==> src/rtl/econet_pkg.sv <==
// Shared constants for the Econet receive PHY: FSM state codes, flag
// pattern, stuffing threshold and closing-flag alignment residue.
package econet_pkg;

   localparam logic [1:0] ST_HUNT = 2'd0;
   localparam logic [1:0] ST_SYNC = 2'd1;
   localparam logic [1:0] ST_DATA = 2'd2;

   localparam logic [7:0] FLAG                = 8'h7E;
   localparam logic [3:0] STUFF_ONES          = 4'd5;
   localparam logic [3:0] FLAG_RUN            = 4'($countones(FLAG));
   localparam logic [2:0] FRAME_ALIGN_RESIDUE = 3'd6;

   // Saturating 4-bit increment used by the ones counter.
   function automatic logic [3:0] sat_inc4(input logic [3:0] v);
      return (v == 4'hF) ? 4'hF : v + 4'd1;
   endfunction

endpackage

==> src/rtl/econet_rx_destuff.sv <==
// Econet receive front end: registers the line bit, tracks the run of
// consecutive ones and classifies each processed bit as data, stuffed
// zero, flag or abort. Also reports the line-idle level.
module econet_rx_destuff
   import econet_pkg::*;
#(
   parameter bit INVERT_INPUT = 1'b1,
   parameter int ABORT_ONES   = 7,
   parameter int IDLE_ONES    = 15
) (
   input  logic econet_clk,
   input  logic reset_n,
   input  logic econet_data,
   output logic data_bit,
   output logic data_valid,
   output logic flag_det,
   output logic abort_det,
   output logic line_idle
);

   localparam logic [3:0] ABORT_RUN = 4'(ABORT_ONES - 1);
   localparam logic [3:0] IDLE_RUN  = 4'(IDLE_ONES);

   logic       in_r;
   logic [3:0] onecount_r;
   logic       line_idle_r;
   logic [3:0] onecount_next_s;

   // Classify the registered bit against the ones run seen before it.
   always_comb begin
      onecount_next_s = 4'd0;
      data_bit        = in_r;
      data_valid      = 1'b0;
      flag_det        = 1'b0;
      abort_det       = 1'b0;
      if (in_r) begin
         onecount_next_s = sat_inc4(onecount_r);
         data_valid      = (onecount_r < STUFF_ONES);
         abort_det       = (onecount_r == ABORT_RUN);
      end else begin
         onecount_next_s = 4'd0;
         flag_det        = (onecount_r == FLAG_RUN);
         data_valid      = (onecount_r != STUFF_ONES) && (onecount_r != FLAG_RUN);
      end
   end

   // Input register, ones counter and idle level.
   always_ff @(posedge econet_clk) begin
      if (!reset_n) begin
         in_r        <= 1'b0;
         onecount_r  <= 4'd0;
         line_idle_r <= 1'b0;
      end else begin
         in_r        <= econet_data ^ INVERT_INPUT;
         onecount_r  <= onecount_next_s;
         line_idle_r <= (onecount_next_s >= IDLE_RUN);
      end
   end

   assign line_idle = line_idle_r;

endmodule

==> src/rtl/econet_rx.sv <==
// Econet receive PHY top: frame FSM (hunt/sync/data), LSB-first byte
// assembly and the byte/frame strobes delivered to the frame layer.
module econet_rx
   import econet_pkg::*;
#(
   parameter bit INVERT_INPUT = 1'b1,
   parameter int ABORT_ONES   = 7,
   parameter int IDLE_ONES    = 15
) (
   input  logic       econet_clk,
   input  logic       reset_n,
   input  logic       econet_data,
   output logic [7:0] rx_byte,
   output logic       byte_valid,
   output logic       frame_start,
   output logic       frame_end,
   output logic       frame_error,
   output logic       frame_abort,
   output logic       receiving,
   output logic       line_idle
);

   localparam logic [2:0] BIT_LAST = 3'd7;

   logic       data_bit_s;
   logic       data_valid_s;
   logic       flag_det_s;
   logic       abort_det_s;

   logic [1:0] state_r;
   logic [6:0] shreg_r;
   logic [2:0] bitcount_r;
   logic [7:0] rx_byte_r;
   logic       byte_valid_r;
   logic       frame_start_r;
   logic       frame_end_r;
   logic       frame_error_r;
   logic       frame_abort_r;
   logic       receiving_r;

   econet_rx_destuff #(
      .INVERT_INPUT (INVERT_INPUT),
      .ABORT_ONES   (ABORT_ONES),
      .IDLE_ONES    (IDLE_ONES)
   ) u_destuff (
      .econet_clk  (econet_clk),
      .reset_n     (reset_n),
      .econet_data (econet_data),
      .data_bit    (data_bit_s),
      .data_valid  (data_valid_s),
      .flag_det    (flag_det_s),
      .abort_det   (abort_det_s),
      .line_idle   (line_idle)
   );

   // Frame FSM, byte assembly and registered strobes.
   always_ff @(posedge econet_clk) begin
      if (!reset_n) begin
         state_r       <= ST_HUNT;
         shreg_r       <= 7'd0;
         bitcount_r    <= 3'd0;
         rx_byte_r     <= 8'd0;
         byte_valid_r  <= 1'b0;
         frame_start_r <= 1'b0;
         frame_end_r   <= 1'b0;
         frame_error_r <= 1'b0;
         frame_abort_r <= 1'b0;
         receiving_r   <= 1'b0;
      end else begin
         byte_valid_r  <= 1'b0;
         frame_start_r <= 1'b0;
         frame_end_r   <= 1'b0;
         frame_error_r <= 1'b0;
         frame_abort_r <= 1'b0;
         case (state_r)
            ST_HUNT: begin
               if (flag_det_s) begin
                  state_r    <= ST_SYNC;
                  bitcount_r <= 3'd0;
               end
            end
            ST_SYNC, ST_DATA: begin
               if (abort_det_s) begin
                  // Abort discards any partial byte; only a live frame reports it.
                  frame_abort_r <= (state_r == ST_DATA);
                  receiving_r   <= 1'b0;
                  state_r       <= ST_HUNT;
                  bitcount_r    <= 3'd0;
               end else if (flag_det_s) begin
                  // An aligned closing flag leaves exactly its 0 and five 1s assembled.
                  frame_end_r   <= (state_r == ST_DATA);
                  frame_error_r <= (bitcount_r != FRAME_ALIGN_RESIDUE);
                  receiving_r   <= 1'b0;
                  state_r       <= ST_SYNC;
                  bitcount_r    <= 3'd0;
               end else if (data_valid_s) begin
                  shreg_r    <= {data_bit_s, shreg_r[6:1]};
                  bitcount_r <= bitcount_r + 3'd1;
                  if (bitcount_r == BIT_LAST) begin
                     rx_byte_r    <= {data_bit_s, shreg_r};
                     byte_valid_r <= 1'b1;
                     if (state_r == ST_SYNC) begin
                        frame_start_r <= 1'b1;
                        receiving_r   <= 1'b1;
                        state_r       <= ST_DATA;
                     end
                  end
               end
            end
            default: begin
               state_r    <= ST_HUNT;
               bitcount_r <= 3'd0;
            end
         endcase
      end
   end

   assign rx_byte     = rx_byte_r;
   assign byte_valid  = byte_valid_r;
   assign frame_start = frame_start_r;
   assign frame_end   = frame_end_r;
   assign frame_error = frame_error_r;
   assign frame_abort = frame_abort_r;
   assign receiving   = receiving_r;

endmodule

==> config.mk <==
export PLATFORM = sky130hd
export DESIGN_NAME = econet_rx
export DESIGN_NICKNAME = d
export VERILOG_FILES = /design/src/rtl/econet_pkg.sv /design/src/rtl/econet_rx_destuff.sv /design/src/rtl/econet_rx.sv
export SDC_FILE = /design/constraint.sdc
export NUM_CORES = 1
export LEC_CHECK = 0
export CAP_MARGIN = 15
export CELL_PAD_IN_SITES_DETAIL_PLACEMENT = 0
export CELL_PAD_IN_SITES_GLOBAL_PLACEMENT = 1
export CORE_ASPECT_RATIO = 1.75
export CORE_MARGIN = 1.5
export CORE_UTILIZATION = 34
export CTS_CLUSTER_DIAMETER = 30
export DETAILED_ROUTE_END_ITERATION = 10
export PLACE_DENSITY_LB_ADDON = 0.1
export REMOVE_ABC_BUFFERS = 1
export SYNTH_ARGS = -nofsm -noshare
export SYNTH_HDL_FRONTEND = slang
export SYNTH_SLANG_ARGS = --single-unit
export TNS_END_PERCENT = 5
==> constraint.sdc <==
create_clock -name econet_clk -period 4.1 [get_ports econet_clk]
set_input_delay 0.41 -clock econet_clk [delete_from_list [all_inputs] [get_ports econet_clk]]
set_output_delay 0.41 -clock econet_clk [all_outputs]
set_load 0.02 [all_outputs]
After elaboration in Yosys (flattened, before gate mapping)
Cells that the tools add are included.
- flip-flop bits (word level): 32
- input port bits: 3
- output and inout bits: 15
- add/sub/neg operators: 2
- order comparisons: 2
- equality and inequality tests: 12
- muxes and demuxes: 24
- bitwise gates (word level): 7
- reductions and logical operators: 15
- operators by type and width (operator ; count):
    2-bit two-way mux ; 6
    3-bit two-way mux ; 4
    4-bit != test (second input constant) ; 3
    4-bit AND reduction ; 3
    1-bit two-way mux ; 10
    3-bit nonzero test ; 3
    4-bit two-way mux ; 2
    4-bit by 3-bit != test with 1-bit output (second input constant) ; 2
    1-bit NOT ; 7
    3-bit one-hot mux with 2 select lines ; 1
    6-bit OR reduction ; 1
    5-bit AND reduction ; 1
    5-bit OR reduction ; 1
    4-bit by 1-bit adder with 4-bit output (second input constant) ; 1
    4-bit by 3-bit == test with 1-bit output (second input constant) ; 1
    4-bit == test (second input constant) ; 1
    4-bit >= comparator (second input constant) ; 1
    4-bit by 3-bit < comparator with 1-bit output (second input constant) ; 1
    2-bit one-hot mux with 2 select lines ; 1
    4-bit OR reduction ; 1
    3-bit by 1-bit adder with 3-bit output (second input constant) ; 1
    3-bit == test (second input constant) ; 1
    3-bit != test (second input constant) ; 1
    3-bit AND reduction ; 1
    7 further kinds ; 7

Logic depth before layout (Yosys ltp)
Gate-level depths: netlist (run 1).
- word-level depth: 7
- mapped depth: 8
- mapped depth without buffers: 6

By module
From an unflattened synthesis (run 1), not the netlist that was laid out.
- cells, all modules: 158
- area total of the unflattened synthesis: 1462.7 µm²
- modules (own cells, without submodules) (module ; times used ; cells an instance ; area each (µm²) ; seq. area each (µm²)):
    econet_rx ; 1 ; 123 ; 1149.9 ; 520.5
    econet_rx_destuff ; 1 ; 35 ; 312.8 ; 120.1

Worst setup path after synthesis (run 1)
No wires, ideal clock.
- path type: register -> register
- start point: register bitcount_r[1]
- end point: register state_r[1]
- setup time: 60 ps
- data arrival time: 1589 ps
- slack: 2451 ps
- stages on the path, launching flop included: 7
- buffers on the path: 0
- period minus slack after synthesis: 1649 ps
- cell sequence: dfxtp_1 > ha_1 > ha_1 > nand2_1 > or3_4 > a2111oi_0 > a311o_1
- longest elaborated chain between the ends: 3
- ends and longest elaborated chain (item ; line ; text):
    from (decl) ; econet_rx.sv:32 ; logic [2:0] bitcount_r;
    from (signal assigned) ; econet_rx.sv:98 ; bitcount_r <= bitcount_r + 3'd1;
    3-bit == test ; econet_rx.sv:99 ; if (bitcount_r == BIT_LAST) begin
    4-bit != test (no line) ; -- ;
    4-bit AND reduction (no line) ; -- ;
    to (signal assigned) ; econet_rx.sv:94 ; state_r <= ST_SYNC;
    to (signal assigned) ; econet_rx.sv:105 ; state_r <= ST_DATA;
    to (signal assigned) ; econet_rx.sv:111 ; state_r <= ST_HUNT;
    to (decl) ; econet_rx.sv:30 ; logic [1:0] state_r;
No other way between the ends.
A chain may end at the register's enable or synchronous reset.

Worst setup path in the final report (run 1)
- start point: register u_destuff.onecount_r[0]
- end point: register rx_byte_r[5] (netlist: rx_byte[5])
- longest elaborated chain between the ends: 4
- elaborated cells on any way between the ends: 11
- classes of those cells: order compare: 1; eq/ne: 3; mux: 3; bitwise: 2; reduce/logical: 2
- ends and longest elaborated chain (item ; line ; text):
    from (decl) ; econet_rx_destuff.sv:25 ; logic [3:0] onecount_r;
    from (signal assigned) ; econet_rx_destuff.sv:55 ; onecount_r <= onecount_next_s;
    parallel branches: the longest is 3 deep, another holds 4-bit by 3-bit < comparator with 1-bit output ; -- ;
    5-bit AND reduction (no line) * ; -- ;
    to (signal assigned) ; econet_rx.sv:100 ; rx_byte_r <= {data_bit_s, shreg_r};
    to (decl) ; econet_rx.sv:33 ; logic [7:0] rx_byte_r;
Every way passes the cells marked *.

==> flow_summary.ini, run 1 <==
[placed_design]
place.port_buffers = 17
dp_hpwl_um = 2290
place_ws_ns = 1.85
place_congestion = 0.820

[clock_tree]
cts_resized = 0
clockBufferDepth = 2
cts_tree = built
cts_made_buffers = 5
clock-sinks = 32
htree_levels = 2
hold_buffers = 0
clock-root-buffer = clkbuf_8
clkTransAtPathRegs_ns = 0.07
cts_setup_buffers = 0
clk-insertion-delay-late_ns = 0.28

[logic_synthesis]
synth_area_um2 = 1520
synth_top_cell_by_area = dfxtp_1
synth.avg_cell_area_um2 = 9.44
yosysWarnings = 0
netlist_instances = 161
synth_top_cell_area_share_pct = 42.1
yosysUniqueCellTypes = 40
ys_seq_area_share_pct = 42.1
ys_ff_latch = 32
synthTopCellsByArea = dfxtp_1 42%, mux2i_1 11%, ha_1 9.9%

[worst_setup_path]
reg2reg_to = rx_byte[5]$_SDFFE_PN0P_
r2r_slack_ns = 1.88
cp_max_fo = 9
critPathCaptureType = flip-flop
crit_end = rx_byte[5]$_SDFFE_PN0P_
critPathLaunchType = flip-flop
crit_arrival_ns = 2.43
r2r_start = u_destuff.onecount_r[0]$_SDFF_PN0_
setup.worst_path.class = flip-flop to flip-flop
cp-startpoint = u_destuff.onecount_r[0]$_SDFF_PN0_
cp_data_required_time_ns = 4.30
reg2reg_depth = 6

[floorplanning]
ios = 18
die_height_um = 91.5
placementRows = 32
core-area_um2 = 4360
die_w_um = 53.5
initial_core_util_pct = 34.8
die-area_um2 = 4900

[timing]
tns_ns = 0
relSlewSlack_pct = 55.0
slew_viol_final = 0
fmax_mhz = 450
skew_ns = 0.00671
hold_ws_ns = 0.462
final.setup.worst_slack_ns = 1.88
min_period_ns = 2.22
setup_violations = 0
worst_pin_slew_ns = 0.673
finalCritPeriodShare_pct = 54.2
rsz0062_at_grt = no
hold_viol_final = 0

[final_layout]
nFillCells = 447
layout_common_cells = 32 x dfxtp_1, 25 x nand2_1, 17 x clkdlybuf4s50_1
final_core_util_pct = 41.9
drive_gt1_share_pct = 8.33
final_nets = 194
diodes = 0
final_common_cell = dfxtp_1
area_growth_syn_to_layout_pct = 20.2

[global_routing]
grt_pass1_vias = 1203
grt_max_degree = 33
antenna_found_initial = 0
track_usage_pct = 15.1
grt-ovfl-total = 0
grt_pass1_wl_um = 5450

[detailed_routing]
dr.pass1.iters = 4
drtIter0Drc = 5
viasPerCell = 5.03
drtAntennaViolNets = 0
post_drt_wl_per_cell_um = 13.3
drt_wl_total_um = 3070
vias = 1163
drc_errors = 0

[worst_hold_path]
hold_start = rx_byte[0]$_SDFFE_PN0P_
hold_class = flip-flop to flip-flop

[run_status]
status = finished clean

[run]
drv_cap = 0

[pwr]
vdd_drop_max_mv = 0.278
power.density_nw_per_um2 = 366
power.leakage_nw = 0.763
p_total_mw = 0.670
## report_power, final
group          leakage, nW  total (mW)  switching [mW]  internal, mW
sequential           0.258       0.321         0.00477         0.316
clock               0.0552       0.296           0.115         0.180
combinational        0.450      0.0532          0.0335        0.0197
## worst max-delay path: stages (launching register included)
cell	delay [ns]
dfxtp_1	0.41
inv_1	0.08
ha_1	0.24
nor2_1	0.16
or3_1	0.31
nand4_1	0.60
mux2i_1	0.33
## stage by stage
step / instance area, µm² / std cells
3_3_place_gp: 1720 / 223
6_report: 1830 / 231
3_5_place_dp: 1720 / 223
4_1_cts: 1830 / 231
5_1_grt: 1830 / 231
2_1_floorplan: 1480 / 154
## synthesized netlist by cell type
| library cell | count |
|---|---|
| nand2b_4 | 1 |
| and2_1 | 2 |
| nor4b_1 | 1 |
| nor2_1 | 9 |
| or3_4 | 1 |
| nand4_1 | 3 |
| o211a_1 | 1 |
| nand4bb_1 | 1 |
| a311o_1 | 1 |
| nand4b_1 | 2 |
| a311oi_1 | 1 |
| and3b_1 | 1 |
| a31oi_1 | 1 |
| nor3_1 | 1 |
| inv_1 | 10 |
| mux2i_1 | 16 |
| nand3_1 | 10 |
| a21oi_1 | 6 |
| o21bai_1 | 1 |
| buf_4 | 2 |
| nand3b_1 | 1 |
| a211o_2 | 2 |
| a2111oi_0 | 1 |
| nand2_1 | 25 |
| or3_1 | 1 |
| a2111o_1 | 1 |
| o31ai_1 | 1 |
| buf_6 | 1 |
| ha_1 | 12 |
| a22o_1 | 1 |
| nor2b_4 | 1 |
| buf_2 | 1 |
| o21ai_2 | 1 |
| dfxtp_1 | 32 |
| nand3_2 | 1 |
| nor2b_1 | 1 |
| and3_1 | 1 |
| o21ai_0 | 2 |
| nand2b_1 | 1 |
| clkbuf_1 | 3 |
## logic make-up (layout without fill, tap and decap cells)
logic type | Yosys count | after routing | share of synthesized area, %
multiplexers | 16 | 16 | 10.5
AO/OA/AOI/OAI | 20 | 20 | 9.71
AND/OR/NAND/NOR | 64 | 64 | 22.5
adder cells (fa/ha/maj) | 12 | 12 | 9.88
flip-flops | 32 | 32 | 42.1
buffers and inverters | 17 | 36 | 5.27
## layer usage
metal | part of all wire, % | GRT usage [%] | routed length [µm] | vias up
met3 | 2.9 | 4.28 | 89 | 8
li1 | - | - | - | 595
met1 | 41 | 16.5 | 1270 | 540
met5 | 0 | 0 | 0 | -
met4 | 2.7 | 7.69 | 83 | 0
met2 | 53 | 25.2 | 1630 | 20
## how the worst min path moves through the flow
stage	endpoint	slack, ns	depth (start not counted)
after global placement	shreg_r[6]$_SDFFE_PN0P_	0.44	2
after CTS	shreg_r[6]$_SDFFE_PN0P_	0.46	2
after floorplan	shreg_r[6]$_SDFFE_PN0P_	0.42	2
after detailed placement	rx_byte[3]$_SDFFE_PN0P_	0.45	2
final	rx_byte[0]$_SDFFE_PN0P_	0.46	2
after global routing	rx_byte[2]$_SDFFE_PN0P_	0.48	2
## final cells by class
cell class,count,area [µm²],area share (%)
clock buffer,6,72.6,3.97
clock inverter,2,35.0,1.92
inverter,10,37.5,2.05
multi-input combinational,112,800,43.8
sequential,32,641,35.1
tap,51,63.8,3.49
timing repair buffer,18,178,9.73
## flip-flops by register name, indices dropped and copies added (netlist names), 2 cells and up
register	flops
shreg_r	7
bitcount_r	3
u_destuff.onecount_r	4
state_r	2
rx_byte	8
No activity file was read; power rests on OpenSTA's default activity.
==> inputs of run 2 (changes only) <==
==> constraint.sdc (replaced) <==
create_clock -name econet_clk -period 1.8 [get_ports econet_clk]
set_input_delay 0.18 -clock econet_clk [delete_from_list [all_inputs] [get_ports econet_clk]]
set_output_delay 0.18 -clock econet_clk [all_outputs]
set_load 0.02 [all_outputs]
==> run 2 against run 1 <==
  * Clock skew down 0.0044 ns
  * Combinational power rose by 150%
  * Clock-buffer cell count up 1
  * Routed wire length rose by 5.9%
==> flow_summary.ini, run 2 (synthesized netlist as in run 1, its figures left out) <==
[detailed_routing]
drtIter0Drc = 21
dr.pass1.iters = 4
vias = 1204
drt_wl_total_um = 3250
drtAntennaViolNets = 0
drc_errors = 0
viasPerCell = 5.04
post_drt_wl_per_cell_um = 13.6

[worst_setup_path]
crit_arrival_ns = 1.90
critPathLaunchType = flip-flop
reg2reg_depth = 6
setup.worst_path.class = flip-flop to flip-flop
cp_max_fo = 4
cp_data_required_time_ns = 2.02
critPathCaptureType = flip-flop

[timing]
setup_violations = 0
relSlewSlack_pct = 74.1
hold_viol_final = 0
worst_pin_slew_ns = 0.386
fmax_mhz = 594
final.setup.worst_slack_ns = 0.116
min_period_ns = 1.68
slew_viol_final = 0
hold_ws_ns = 0.425
skew_ns = 0.00231
finalCritPeriodShare_pct = 93.6
tns_ns = 0

[final_layout]
drive_gt1_share_pct = 17.6
layout_common_cells = 30 x dfxtp_1, 25 x nand2_1, 17 x clkdlybuf4s50_1
largest_reg_flops = 8
area_growth_syn_to_layout_pct = 27.9
final_nets = 202
final_core_util_pct = 44.6
diodes = 0
final_common_cell = dfxtp_1

[global_routing]
grt-ovfl-total = 0
grt_max_degree = 16
grt_pass1_wl_um = 5670
antenna_found_initial = 0
grt_pass1_vias = 1307
track_usage_pct = 15.8

[placed_design]
place.port_buffers = 17
place_ws_ns = -0.00295
place_congestion = 0.823
dp_hpwl_um = 2520

[clock_tree]
clkTransAtPathRegs_ns = 0.07
clock-root-buffer = clkbuf_8
cts_tree = built
hold_buffers = 0
clock-sinks = 32
clockBufferDepth = 2
cts_made_buffers = 5
clk-insertion-delay-late_ns = 0.28
htree_levels = 2

[run_status]
status = finished clean

[floorplanning]
core-area_um2 = 4360
initial_core_util_pct = 34.8
placementRows = 32
die_height_um = 91.5
ios = 18
die-area_um2 = 4900
die_w_um = 53.5

[pwr]
vdd_drop_max_mv = 0.511
power.leakage_nw = 0.810
power.density_nw_per_um2 = 828
p_total_mw = 1.61

[run]
drv_cap = 0

[worst_hold_path]
worstHoldPathCells = 2
hold_class = input pin to flip-flop
-- run 2: cell types whose count changed in the layout (fill, tap and decap cells not counted), moves of 2 or more --
| cell | delta |
|---|---|
| buf_4 | +8 |
| clkbuf_8 | +2 |
| dfxtp_1 | -2 |
| dfxtp_2 | +2 |
| ha_1 | -3 |
| ha_2 | +2 |
-- run 2: timing repair --
item	CTS	global route
pin swaps	0	1
gates resized for setup	2	10
endpoints found under the setup margin	1	20
setup buffers	0	0
-- run 2: path summary, 6_finish.rpt --
check	from	end	slack, ns
hold / removal	econet_data	u_destuff.data_bit$_SDFF_PN0_	0.42
setup reg to reg	bitcount_r[1]$_SDFFE_PN0P_	state_r[1]$_SDFFE_PN0P_	0.12
setup / recovery	bitcount_r[1]$_SDFFE_PN0P_	state_r[1]$_SDFFE_PN0P_	0.12
hold reg to reg	shreg_r[6]$_SDFFE_PN0P_	shreg_r[6]$_SDFFE_PN0P_	0.45
-- run 2: worst max-delay path, cell delays in order (launching register included) --
cell,delay (ns)
dfxtp_1,0.35
ha_2,0.20
ha_4,0.15
nand2_1,0.05
or3_4,0.37
a2111oi_2,0.36
a311o_1,0.15
-- run 2: layer usage --
metal  track usage [%]  share of wire, %  up-vias
li1                  -                 -      611
met1              16.3                39      574
met2              27.9                58       17
met3              3.78               2.1        2
met4              7.69               1.0        0
met5                 0                 0        -
-- run 2: cell type report --
class | instances | area (µm²)
Timing Repair Buffer | 26 | 238
Fill cell | 439 | 2420
Inverter | 10 | 37.5
Tap cell | 51 | 63.8
Clock buffer | 7 | 96.3
Clock inverter | 1 | 30.0
Sequential cell | 32 | 643
Multi-Input combinational cell | 112 | 836
-- run 2: report_power, final --
part	switching [mW]	total, mW	internal, mW
clock network	0.259	0.747	0.488
logic	0.0834	0.132	0.0486
registers	0.0111	0.731	0.720
total	0.353	1.61	1.26
-- run 2: per-stage QoR --
step	std cells	cell area (µm²)
after floorplan	154	1480
after global placement	231	1780
after detailed placement	231	1780
after CTS	239	1910
after global routing	239	1940
final	239	1940
==> inputs of run 3 (changes only) <==
--- a/config.mk
+++ b/config.mk
@@ -6,14 +6,11 @@
 export NUM_CORES = 1
 export LEC_CHECK = 0
 export CAP_MARGIN = 15
-export CELL_PAD_IN_SITES_DETAIL_PLACEMENT = 0
-export CELL_PAD_IN_SITES_GLOBAL_PLACEMENT = 1
 export CORE_ASPECT_RATIO = 1.75
 export CORE_MARGIN = 1.5
 export CORE_UTILIZATION = 34
 export CTS_CLUSTER_DIAMETER = 30
 export DETAILED_ROUTE_END_ITERATION = 10
-export PLACE_DENSITY_LB_ADDON = 0.1
 export REMOVE_ABC_BUFFERS = 1
 export SYNTH_ARGS = -nofsm -noshare
 export SYNTH_HDL_FRONTEND = slang
==> run 3 against run 2 <==
  * Via count is 2.7% higher
  * Sequential power about the same
  * Setup slack lost 0.038 ns
  * Critical endpoint is now bitcount_r[0]$_SDFFE_PN0P_
==> flow_summary.ini, run 3 (synthesized netlist as in run 1, its figures left out) <==
[global_routing]
antenna_found_initial = 0
grt_pass1_vias = 1229
grt_pass1_wl_um = 5350
grt_max_degree = 17
track_usage_pct = 14.8
grt-ovfl-total = 0

[placed_design]
place_congestion = 0.787
place_inst = 232
place.port_buffers = 17
place_ws_ns = -0.0512
dp_hpwl_um = 2460

[worst_hold_path]
worstHoldPathCells = 2
hold_class = input pin to flip-flop
hold_end = u_destuff.data_bit$_SDFF_PN0_
hold_start = econet_data

[timing]
relSlewSlack_pct = 73.6
min_period_ns = 1.72
worst_pin_slew_ns = 0.393
slew_viol_final = 0
skew_ns = 0.00737
finalCritPeriodShare_pct = 95.7
final.setup.worst_slack_ns = 0.0779
setup_violations = 0
hold_viol_final = 0
fmax_mhz = 581
tns_ns = 0

[worst_setup_path]
cp_data_required_time_ns = 2.02
setup.worst_path.class = flip-flop to flip-flop
critPathCaptureType = flip-flop
cp_max_fo = 6
r2r_slack_ns = 0.08
critPathLaunchType = flip-flop
reg2reg_to = bitcount_r[0]$_SDFFE_PN0P_
reg2reg_depth = 7
crit_arrival_ns = 1.95
r2r_start = u_destuff.onecount_r[0]$_SDFF_PN0_

[run]
drv_cap = 0

[final_layout]
stdcell_count = 240
final_common_cell = dfxtp_1
largest_reg_flops = 8
final_nets = 203
area_growth_syn_to_layout_pct = 28.1
drive_gt1_share_pct = 18.5
diodes = 0
final_core_util_pct = 44.6
layout_common_cells = 29 x dfxtp_1, 25 x nand2_1, 17 x clkdlybuf4s50_1

[pwr]
vdd_drop_max_mv = 0.625
power.density_nw_per_um2 = 727
power.leakage_nw = 0.803

[detailed_routing]
drt_wl_total_um = 3320
dr.pass1.iters = 4
drtIter0Drc = 14
drc_errors = 0
post_drt_wl_per_cell_um = 13.8
drtAntennaViolNets = 0
vias = 1236
viasPerCell = 5.15

[clock_tree]
clockBufferDepth = 2
clk-insertion-delay-late_ns = 0.29
clkTransAtPathRegs_ns = 0.07
clock-sinks = 32
htree_levels = 2
cts_made_buffers = 5
cts_tree = built
clock-root-buffer = clkbuf_8
cts_setup_buffers = 0

[floorplanning]
die_height_um = 91.5
initial_core_util_pct = 34.8
ios = 18
placementRows = 32
core-area_um2 = 4360
die-area_um2 = 4900
die_w_um = 53.5

[run_status]
status = finished clean
-- run 3: worst max-delay path, cell delays in order, from the launching register on --
cell and delay, ns:
dfxtp_2 0.35, inv_1 0.08, ha_2 0.20, nor2_1 0.08, or3_4 0.34, buf_4 0.17
a2111o_1 0.36, nand3_1 0.08
-- run 3: report_power, final --
part	switching, mW	internal, mW
Combinational	0.0856	0.0533
Clock	0.277	0.269
Sequential	0.0120	0.719
Total	0.375	1.04
-- run 3: layout make-up --
type                            count  area (µm²)
Clock buffer                        5        68.8
Clock inverter                      3        18.8
Fill cell                         415        2420
Inverter                           10        37.5
Multi-Input combinational cell    112         857
Sequential cell                    32         644
Tap cell                           51        63.8
Timing Repair Buffer               27         258
-- run 3: how the worst max path moves through the flow --
stage                                            end                                from  slack, ns
after floorplan              rx_byte[0]$_SDFFE_PN0P_  u_destuff.onecount_r[0]$_SDFF_PN0_      -0.05
after global placement       rx_byte[5]$_SDFFE_PN0P_  u_destuff.onecount_r[0]$_SDFF_PN0_       0.05
after CTS                    state_r[1]$_SDFFE_PN0P_          bitcount_r[1]$_SDFFE_PN0P_      0.008
after detailed placement     state_r[1]$_SDFFE_PN0P_          bitcount_r[1]$_SDFFE_PN0P_      -0.05
final                     bitcount_r[0]$_SDFFE_PN0P_  u_destuff.onecount_r[0]$_SDFF_PN0_       0.08
after global routing      bitcount_r[0]$_SDFFE_PN0P_  u_destuff.onecount_r[0]$_SDFF_PN0_    -0.0004
-- run 3: metal layers --
metal | GRT usage [%] | share of wire, % | vias to the layer above
li1 | - | - | 613
met3 | 3.95 | 3.1 | 9
met4 | 8.12 | 2.6 | 0
met5 | 0 | 0 | -
met2 | 25.9 | 55 | 22
met1 | 14.9 | 39 | 592
-- run 3: metrics by stage --
stage	instance area, µm²	power [mW]	hold WS (ns)
floorplan	1480	0.827	0.247
global placement	1800	0.871	0.439
detailed placement	1800	0.873	0.443
CTS	1900	1.43	0.395
global route	1950	1.48	0.432
finish	1950	1.42	0.395
-- run 3: timing repair --
action,in CTS,in global routing
pin swaps,1,2
resized for setup,4,11
hold buffers,0,0
endpoints found under the setup margin,9,18
